[src/rtl/toggle_debounce.sv]
// Push-button conditioner: synchronizer, debounce FSM and a one-cycle toggle pulse per accepted press.
// Define TOGGLE_REPEAT_EN to add auto-repeat pulses while the button is held.
module toggle_debounce #(
   parameter int unsigned SYNC_STAGES   = 2,
   parameter int unsigned DB_CYCLES     = 16,
   parameter int unsigned REPEAT_CYCLES = 64
) (
   input  logic clk,
   input  logic reset,
   input  logic btn,
   output logic t_pulse,
   output logic btn_level,
   output logic busy
);

   localparam int unsigned CW = $clog2(DB_CYCLES) + 1;
   localparam logic [CW-1:0] CNT_ONE  = CW'(1);
   localparam logic [CW-1:0] CNT_LAST = CW'(DB_CYCLES - 1);

   if (SYNC_STAGES < 2) begin : g_bad_sync
      $error("toggle_debounce: SYNC_STAGES must be >= 2");
   end
   if (DB_CYCLES < 2) begin : g_bad_db
      $error("toggle_debounce: DB_CYCLES must be >= 2");
   end
   if (REPEAT_CYCLES < 2) begin : g_bad_rep
      $error("toggle_debounce: REPEAT_CYCLES must be >= 2");
   end

   typedef enum logic [1:0] {IDLE_LO, CHK_HI, IDLE_HI, CHK_LO} state_t;

   logic [SYNC_STAGES-1:0] r_sync;
   logic                   w_s;
   state_t                 r_state;
   logic [CW-1:0]          r_cnt;

   assign w_s = r_sync[SYNC_STAGES-1];

`ifdef TOGGLE_REPEAT_EN
   localparam int unsigned RW = $clog2(REPEAT_CYCLES);
   localparam logic [RW-1:0] REP_ONE  = RW'(1);
   localparam logic [RW-1:0] REP_LAST = RW'(REPEAT_CYCLES - 1);
   logic [RW-1:0] r_rep;
`endif

   always_ff @(posedge clk or posedge reset) begin
      if (reset) r_sync <= '0;
      else       r_sync <= {r_sync[SYNC_STAGES-2:0], btn};
   end

   always_ff @(posedge clk or posedge reset) begin
      if (reset) begin
         r_state   <= IDLE_LO;
         r_cnt     <= '0;
         t_pulse   <= 1'b0;
         btn_level <= 1'b0;
         busy      <= 1'b0;
`ifdef TOGGLE_REPEAT_EN
         r_rep     <= '0;
`endif
      end else begin
         t_pulse <= 1'b0;
         case (r_state)
            IDLE_LO: begin
               if (w_s) begin
                  r_state <= CHK_HI;
                  r_cnt   <= CNT_ONE;
                  busy    <= 1'b1;
               end
            end
            CHK_HI: begin
               if (!w_s) begin
                  r_state <= IDLE_LO;
                  r_cnt   <= '0;
                  busy    <= 1'b0;
               end else if (r_cnt == CNT_LAST) begin
                  r_state   <= IDLE_HI;
                  r_cnt     <= '0;
                  busy      <= 1'b0;
                  btn_level <= 1'b1;
                  t_pulse   <= 1'b1;
`ifdef TOGGLE_REPEAT_EN
                  r_rep     <= '0;
`endif
               end else begin
                  r_cnt <= r_cnt + CNT_ONE;
               end
            end
            IDLE_HI: begin
               // repeat counter only advances on cycles that stay in IDLE_HI
               if (!w_s) begin
                  r_state <= CHK_LO;
                  r_cnt   <= CNT_ONE;
                  busy    <= 1'b1;
`ifdef TOGGLE_REPEAT_EN
               end else if (r_rep == REP_LAST) begin
                  r_rep   <= '0;
                  t_pulse <= 1'b1;
               end else begin
                  r_rep <= r_rep + REP_ONE;
`endif
               end
            end
            CHK_LO: begin
               if (w_s) begin
                  r_state <= IDLE_HI;
                  r_cnt   <= '0;
                  busy    <= 1'b0;
`ifdef TOGGLE_REPEAT_EN
                  r_rep   <= '0;
`endif
               end else if (r_cnt == CNT_LAST) begin
                  r_state   <= IDLE_LO;
                  r_cnt     <= '0;
                  busy      <= 1'b0;
                  btn_level <= 1'b0;
               end else begin
                  r_cnt <= r_cnt + CNT_ONE;
               end
            end
            default: begin
               r_state <= IDLE_LO;
               r_cnt   <= '0;
               busy    <= 1'b0;
            end
         endcase
      end
   end

endmodule
[config.mk]
export PLATFORM = sky130hd
export DESIGN_NAME = toggle_debounce
export DESIGN_NICKNAME = d
export VERILOG_FILES = /design/src/rtl/toggle_debounce.sv
export SDC_FILE = /design/constraint.sdc
export NUM_CORES = 1
export LEC_CHECK = 0
export BUFFER_PORTS_ARGS = -buffer_cell sky130_fd_sc_hd__clkbuf_2
export CORE_AREA = 2 2 39 41
export CTS_BUF_LIST = sky130_fd_sc_hd__clkbuf_2
export CTS_CLUSTER_SIZE = 30
export DETAILED_ROUTE_END_ITERATION = 8
export DIE_AREA = 0 0 41 43
export MAX_ROUTING_LAYER = met4
export SLEW_MARGIN = 10
export SYNTH_ARGS = -nofsm -noshare
export SYNTH_HDL_FRONTEND = slang
export SYNTH_SLANG_ARGS = --single-unit
[constraint.sdc]
create_clock -name clk -period 1.2 [get_ports clk]
set_input_delay 0 -clock clk [delete_from_list [all_inputs] [get_ports clk]]
set_output_delay 0 -clock clk [all_outputs]
set_load 0.1 [all_outputs]
## After elaboration in Yosys (flattened, before gate mapping)

Cells that the tools add are included.
W data, S select, Z words.

| word-level totals | value |
|---|---|
| register bits | 12 |
| output and inout port bits | 3 |
| word-level logic and storage cells | 51 |

| operators by class | value |
|---|---|
| add/subtract/negate cells | 1 |
| eq/ne operators | 12 |
| multiplexer cells | 27 |
| reductions and logical operators | 5 |

Operator list:

| operator | count |
|---|---|
| $mux W5 | 5 |
| $pmux W5 S4 | 1 |
| $mux W1 | 12 |
| $mux W2 | 6 |
| $ne A2 B2 Y1 const B | 6 |
| $pmux W2 S4 | 1 |
| $ne A3 B3 Y1 const B | 2 |
| $add A5 B1 Y5 const B | 1 |
| $eq A5 B4 Y1 const B | 1 |
| $reduce_and A5 Y1 | 1 |
| $eq A2 B2 Y1 const B | 2 |
| $pmux W1 S4 | 1 |
| $reduce_and A4 Y1 | 1 |
| $eq A2 B1 Y1 const B | 1 |
| $logic_not A2 Y1 | 1 |
| $pmux W1 S2 | 1 |
| $reduce_and A2 Y1 | 1 |
| $reduce_bool A2 Y1 | 1 |

## Logic depth before layout (Yosys ltp)

Gate-level depths: netlist (run 1).

| depth | value |
|---|---|
| depth in word-level cells | 4 |
| depth in mapped cells | 4 |
| mapped depth without buffers | 4 |

## Worst setup path before layout (run 1)

OpenSTA, ideal clock, no wires.

| timing | value |
|---|---|
| path type | register to register |
| from | register btn_level (netlist name) |
| to | register btn_level |
| library setup time | 0.079 ns |
| arrival | 1.235 ns |
| required time | 1.121 ns |
| path slack | -0.114 ns |
| stages on the path, launching flop included | 3 |
| buffers on the path | 0 |
| period minus slack after synthesis | 1.314 ns |
| cells stage by stage | dfrtp_1 -> o31ai_1 -> a21oi_1 |

RTL lines:

| element | RTL line | RTL |
|---|---|---|
| end signal: assignment | 56 | `btn_level <= 1'b0;` |
| end signal: assignment | 80 | `btn_level <= 1'b1;` |
| end signal: assignment | 116 | `btn_level <= 1'b0;` |
| end: declaration | 12 | `output logic btn_level,` |

## Final worst setup path (run 1)

| timing | value |
|---|---|
| from | register r_cnt[1] |
| to | register btn_level |

| on the way | value |
|---|---|
| word-level cells in the longest chain between the ends | 3 |

RTL lines:

| element | RTL line | RTL |
|---|---|---|
| start: declaration | 35 | `logic [CW-1:0] r_cnt;` |
| start signal: assignment | 86 | `r_cnt <= r_cnt + CNT_ONE;` |
| start signal: assignment | 118 | `r_cnt <= r_cnt + CNT_ONE;` |
| $eq A5 B4 Y1 * | 76, 112 |  |
| $ne A2 B2 Y1 (no source line) | n/a |  |
| $reduce_and A5 Y1 (no source line) * | n/a |  |

Mark *: on every way between the ends. The rest lies on a longest branch, timed or not.
A chain may end at the register's enable or synchronous reset.

==> summary.md, run 1 <==
| Metric | Value |
|---|---|
| Run status | `finished with violations` |
| Failing checks | `negative setup slack` |
| Drt wl/cell | `12.79 um` |
| Ys flop type | `dfrtp_1` |
| Area leader, netlist | `dfrtp_1` |
| Vias in the first global route | `444` |
| PwrDens | `1120 nW/um^2` |
| Clk sinks | `12` |
| Wirelength, routed | `1074 um` |
| HP Class | `in -> async` |
| Synth Warn # | `0` |
| WP depth | `4` |
| Crit path time final | `1.216 ns` |
| Critical path's top delay family | `flip-flops` |
| WS Path Type | `reg -> reg` |
| Initial detailed-routing violation count | `6` |
| Fin. max-slew vios | `0` |
| Cells after synthesis | `48` |
| Yosys top cell area share | `57.42%` |
| VDD IR max | `0.5999 mV` |
| Worst-skew pair later-pin latency | `0.26 ns` |
| Initial Utilization | `37.79%` |
| # setup viols final | `2` |
| Fraction of layout cells with a size suffix above 1 | `38.24%` |
| Commonest non-fill, non-tap cells in the layout | `11 x buf_4, 10 x dfrtp_1, 7 x clkbuf_2` |
| Critical path, cell by cell | `ha_4 -> nand4b_1 -> o31ai_2 -> a21oi_1` |
| Leakage | `0.3310 nW` |
| R2r worst-path depth | `4` |
| Net count, final | `73` |
| Clock skew | `0.001830 ns` |
| Largest net degree at the start of global routing | `13` |
| Area post-placement | `624.3 sq um` |
| Global-route wire length before repair | `1814 um` |
| DP HPWL | `734.9 um` |
| Max Clock Freq | `822.5 MHz` |
| H-tree Lvls | `1` |
| Max-Cap Viols | `0` |
| Routed Antenna Nets | `0` |
| Hold Vio Cnt, Final | `0` |
| Req. time, crit path | `1.36 ns` |
| Synthesized Nets | `52` |
| Sequential element share of the synthesized area | `57.42%` |
| Routability congestion estimate from global placement | `0.8446` |
| CTS buffer count | `3` |
| CP bufs+invs | `0` |
| Critical path capture point type | `register` |
| Syn Area/Cell | `10.90 sq um` |
| Gr usage total | `16.42%` |
| Root Buffer | `clkbuf_2` |
| Crit share post-route | `101.3%` |
| I/O pins | `6` |
| Die W | `41 um` |
| Slew @ Worst Pin | `0.5385 ns` |
| Initial antenna violation count | `0` |
| CTS tree | `built` |
| Vias/cell | `5.048` |
| Clock transition at path regs | `0.12 ns` |
| Type of origin of the critical path | `register` |
| Die area | `1763 sq um` |
| Congestion Overflow GR | `0` |
| Crit-path slowest cell | `dfrtp_1` |
| DR pass1 iterations | `4` |
| Final setup TNS | `-0.02694 ns` |
| Synth Cell Area | `523.0 sq um` |
| Vias post-DR | `424` |
| Filler instances | `123` |
| Critical path's largest stage delay | `0.41 ns` |
| Share of flip-flops with an asynchronous set or reset after synthesis | `100.0%` |
| Post-synth cell types | `21` |
| Unrepaired setup endpoints after global routing | `yes` |
| Worst setup margin | `-0.01588 ns` |
| Port bufs | `5` |
| Crit-path max FO | `4` |
| Max Buffers Root-to-Sink | `2` |
| Core Area | `1384 sq um` |
| Fin area | `716.9 sq um` |
| Place WS | `-0.003298 ns` |
| EDFF count, synth | `0` |
| Flops & latches, synth | `12` |
| Max_slew headroom | `64.25%` |
| Top post-synthesis cells by area | `dfrtp_1 57%, o21ai_0 5.7%, xor2_1 5.0%` |
| DIE HEIGHT | `43 um` |
| Most common cell after layout, fill and taps aside | `buf_4` |
| Worst Path Arrival | `1.37 ns` |
| N_diodes | `0` |
| Area delta synth->final | `37.08%` |
| Rows | `14` |
| DRC Markers | `0` |
what timing repair did:
action / in CTS / in global routing
hold endpoints to repair: 13 / 0
resized for setup: 2 / 4
hold buffers: 2 / 0
setup endpoints to repair: 4 / 9
buffers inserted: 2 / 1
pin swaps: 0 / 4
layout make-up:
cell class / instances / area (sq um) / area share [%]
well taps: 16 / 20.02 / 2.792
repair buffers: 17 / 122.6 / 17.10
flip-flops and latches: 12 / 302.8 / 42.23
inverters: 4 / 15.01 / 2.094
clock inverters: 1 / 3.754 / 0.5236
multi-input cells: 31 / 237.7 / 33.16
clock buffers: 3 / 15.01 / 2.094
registers in the layout, indices dropped and copies added, names as in the netlist, named ones only:
register,flops
t_pulse,1
r_sync,2
r_state,1
r_cnt,5
btn_level,1
busy,1
cells by family (layout without fill, tap and decap cells):
logic type / Yosys count / after routing / share of synthesized area [%]
fa+ha+maj: 1 / 1 / 2.392
compound gates: 15 / 15 / 18.42
flops: 12 / 12 / 57.42
simple gates: 11 / 11 / 11.48
buf+inv: 5 / 25 / 3.587
xor+xnor: 4 / 4 / 6.700
power breakdown:
part | switching (mW) | internal (mW)
clock network | 0.135 | 0.0724
registers | 0.0222 | 0.425
logic | 0.0782 | 0.0703
stage by stage:
stage               total power [mW]  utilization, %  std cells  hold WS (ns)
CTS                           0.7905           49.64         83        0.2596
detailed placement            0.5731           45.12         75      0.008421
floorplan                     0.5271               -         48       -0.1354
finish                        0.8030           51.81         84        0.2461
global placement              0.5720           45.12         75      0.007990
global route                  0.8550           51.81         84        0.2956
cells in the mapped netlist (all sizes together), types with 2 or more instances:
master	count
nand3	3
a21oi	2
inv	4
nand2	3
o21a	2
xor2	3
dfrtp	12
o21ai	6
per-layer routing:
metal  wire length, um  share of wire [%]  track usage, %
met3                49                4.6           5.236
met5                 0                  0               -
met1               454                 42           18.94
met2               556                 52           23.13
met4                14                1.3           11.33
tightest hold or removal path, delay by kind of cell:
family                 cells  cell delay (ns)
buffers and inverters      3             0.96
worst paths after layout:
check                                     startpoint                    end  slack (ns)
worst max-delay path            r_cnt[1]$_DFFE_PP0P_  btn_level$_DFFE_PP0P_       -0.02
min in group clk                 r_sync[0]$_DFF_PP0_    r_sync[1]$_DFF_PP0_        0.37
worst min-delay path                           reset    r_sync[0]$_DFF_PP0_        0.25
max in group asynchronous                      reset       busy$_DFFE_PP0P_        0.63
worst min register to register   r_sync[0]$_DFF_PP0_    r_sync[1]$_DFF_PP0_        0.37
worst max register to register  r_cnt[1]$_DFFE_PP0P_  btn_level$_DFFE_PP0P_       -0.02
(Power assumes the default switching activity.)
==> run 2, diff against run 1 <==
Settings changed: ABC_AREA set to 1.
Clock period 1.2 ns to 1.15 ns, I/O delays scaled along.
==> run 2 against run 1 <==
  * The flow now finishes without violations
  * Sequential cell count unchanged
  * Via count grew 1.9%
  * Clock-buffer cell count stayed put
  * Sequential power increased by 4.5%
  * Highest routed layer unchanged
  * Sequential share of layout area up 0.85 points
  * Synthesized cell count increased by 38%
  * Fmax is 12% higher
  * Clock skew up 0.0075 ns
  * Critical path depth increased by 2
  * Worst setup slack better by 0.081 ns
  * Routed wire length shrank 3.4%
==> summary.md, run 2 <==
| Metric | Value |
|---|---|
| Yosys top cell area share | `54.30% (-3.1 points)` |
| Final setup TNS | `0 ns (+0.02694 ns)` |
| Area leader, netlist | `dfrtp_1` |
| Net count, final | `84 (+15%)` |
| Area delta synth->final | `27.60%` |
| Critical path capture point type | `register` |
| Worst setup margin | `0.06468 ns (+0.08055 ns)` |
| Root Buffer | `clkbuf_2` |
| I/O pins | `6 (unchanged)` |
| Max Clock Freq | `921.4 MHz (+12%)` |
| Sequential element share of the synthesized area | `54.30% (-3.1 points)` |
| Run status | `finished, final reports clean` |
| EDFF count, synth | `0 (unchanged)` |
| Vias post-DR | `432 (+1.9%)` |
| Global-route wire length before repair | `1731 um (-4.6%)` |
| Type of origin of the critical path | `register` |
| Leakage | `0.3532 nW (+6.7%)` |
| Hold Vio Cnt, Final | `0 (unchanged)` |
| Syn Area/Cell | `8.379 sq um (-23%)` |
| Core Area | `1384 sq um (unchanged)` |
| Routed Antenna Nets | `0 (unchanged)` |
| Wirelength, routed | `1037 um (-3.4%)` |
| Gr usage total | `16.20% (-0.23 points)` |
| Placed Cells | `89 (+19%)` |
| Worst-skew pair later-pin latency | `0.27 ns (about the same)` |
| Vias/cell | `4.596 (-9.0%)` |
| Cells after synthesis | `66 (+38%)` |
| Synthesized Nets | `70 (+35%)` |
| DR pass1 iterations | `3 (-1)` |
| Initial Utilization | `39.96% (+2.2 points)` |
| Req. time, crit path | `1.31 ns (-0.05 ns)` |
| Clock transition at path regs | `0.11 ns (about the same)` |
| # setup viols final | `0 (-2)` |
| N_diodes | `0 (unchanged)` |
| Place WS | `0.008733 ns (+0.01203 ns)` |
| Crit share post-route | `94.38% (-6.9 points)` |
| Max_slew headroom | `69.30% (+5.0 points)` |
| Synth Cell Area | `553.0 sq um (+5.7%)` |
| Clk sinks | `12 (unchanged)` |
| Clock skew | `0.009366 ns (+0.007536 ns)` |
| Routability congestion estimate from global placement | `0.8228 (-2.6%)` |
| WS Path Type | `reg -> reg` |
| DRC Markers | `0 (unchanged)` |
| Slew @ Worst Pin | `0.4600 ns (-0.07851 ns)` |
| CTS tree | `built` |
| Count leader, synth | `nand2_1` |
| Ys flop type | `dfrtp_1` |
| Fin. max-slew vios | `0 (unchanged)` |
| DP HPWL | `753.2 um (+2.5%)` |
| Vias in the first global route | `408 (-8.1%)` |
| H-tree Lvls | `1 (unchanged)` |
| Congestion Overflow GR | `0 (unchanged)` |
| Drt wl/cell | `11.03 um (-14%)` |
| Crit-path max FO | `3 (-1)` |
| Largest register by flop count | `r_cnt` |
| DIE HEIGHT | `43 um (unchanged)` |
| Synth Warn # | `0 (unchanged)` |
| Post-synth cell types | `14 (-33%)` |
| Largest register FFs | `5 (unchanged)` |
| Crit path time final | `1.085 ns (-0.1306 ns)` |
| Rows | `14 (unchanged)` |
| Initial detailed-routing violation count | `12 (+6)` |
| Biggest regs | `r_cnt: 5 flops, r_sync: 2 flops` |
| Worst Path Arrival | `1.24 ns (-0.13 ns)` |
| Top post-synthesis cells by area | `dfrtp_1 54%, nand2_1 14%, inv_1 6.1%` |
| Fraction of layout cells with a size suffix above 1 | `28.21% (-10 points)` |
| PwrDens | `1160 nW/um^2 (+3.6%)` |
| Flops & latches, synth | `12 (unchanged)` |
| Largest net degree at the start of global routing | `13 (unchanged)` |
| Post-Layout Cell Count | `94 (+12%)` |
| Die area | `1763 sq um (unchanged)` |
| Synth top cells by count | `21 x nand2_1, 12 x dfrtp_1, 9 x inv_1` |
| Commonest non-fill, non-tap cells in the layout | `21 x nand2_1, 9 x inv_1, 9 x dfrtp_1` |
| Port bufs | `5 (unchanged)` |
| Most common cell after layout, fill and taps aside | `nand2_1` |
| Max Buffers Root-to-Sink | `2 (unchanged)` |
| Hold WS | `0.2551 ns (+0.009002 ns)` |
| Max-Cap Viols | `0 (unchanged)` |
| HP Class | `in -> async` |
| Setup Fix Bufs, Post-CTS | `0 (-2)` |
| Share of flip-flops with an asynchronous set or reset after synthesis | `100.0% (unchanged)` |
| CTS buffer count | `3 (unchanged)` |
| Initial antenna violation count | `0 (unchanged)` |
| VDD IR max | `0.5979 mV (-0.34%)` |
| Die W | `41 um (unchanged)` |
| Unrepaired setup endpoints after global routing | `no` |
-- run 2: cell type report --
type                            count  area (sq um)
Clock buffer                        3         15.01
Fill cell                         112         678.2
Inverter                           10         37.54
Multi-Input combinational cell     44         261.5
Sequential cell                    12         304.0
Tap cell                           16         20.02
Timing Repair Buffer                9         67.56
-- run 2: repair_timing --
item | in CTS | in global routing
resized for setup | 1 | 8
pin swaps | 0 | 4
hold buffers | 2 | 0
hold endpoints to repair | 13 | 0
endpoints found under the setup margin | 1 | 8
-- run 2: stage by stage --
step	area [sq um]	util, %	total power, mW
3_5_place_dp	623.1	45.03	0.5958
2_1_floorplan	555.5	-	0.5550
3_3_place_gp	623.1	45.03	0.5965
5_1_grt	705.7	50.99	0.8664
4_1_cts	663.1	47.92	0.8051
6_report	705.7	50.99	0.8186
-- run 2: metal layers --
layer | global-route usage, % | wire length, um
met1 | 21.28 | 525
met2 | 20.31 | 460
met5 | - | 0
met3 | 4.712 | 31
met4 | 12.00 | 19
-- run 2: worst max-delay path: stages, from the launching register on --
cell	delay [ns]
dfrtp_1	0.40
ha_4	0.19
nand3_4	0.09
nor2_4	0.14
nor2_2	0.06
nand2_1	0.07
nand2_1	0.05
-- run 2: worst paths after layout --
kind,depth (start not counted),slack [ns],end,startpoint
max,6,0.06,r_cnt[1]$_DFFE_PP0P_,r_cnt[1]$_DFFE_PP0P_
min,3,0.26,r_sync[1]$_DFF_PP0_,reset
max reg2reg,6,0.06,r_cnt[1]$_DFFE_PP0P_,r_cnt[1]$_DFFE_PP0P_
min reg2reg,0,0.37,r_sync[1]$_DFF_PP0_,r_sync[0]$_DFF_PP0_
max in group asynchronous,3,0.54,r_cnt[2]$_DFFE_PP0P_,reset
min in group clk,2,0.37,r_sync[0]$_DFF_PP0_,btn
-- run 2: power breakdown --
part / internal [mW] / switching (mW)
logic: 0.0566 / 0.0892
registers: 0.444 / 0.0241
clock network: 0.0711 / 0.133
total: 0.572 / 0.247
-- run 2: cell families (layout without fill, tap and decap cells) --
family,count (synthesis),after routing,share of synthesized area (%)
buffers and inverters,10,22,6.786
AND/OR/NAND/NOR,36,36,29.64
XOR/XNOR,1,1,1.584
AO/OA/AOI/OAI,6,6,5.430
adder cells (fa/ha/maj),1,1,2.262
flip-flops,12,12,54.30
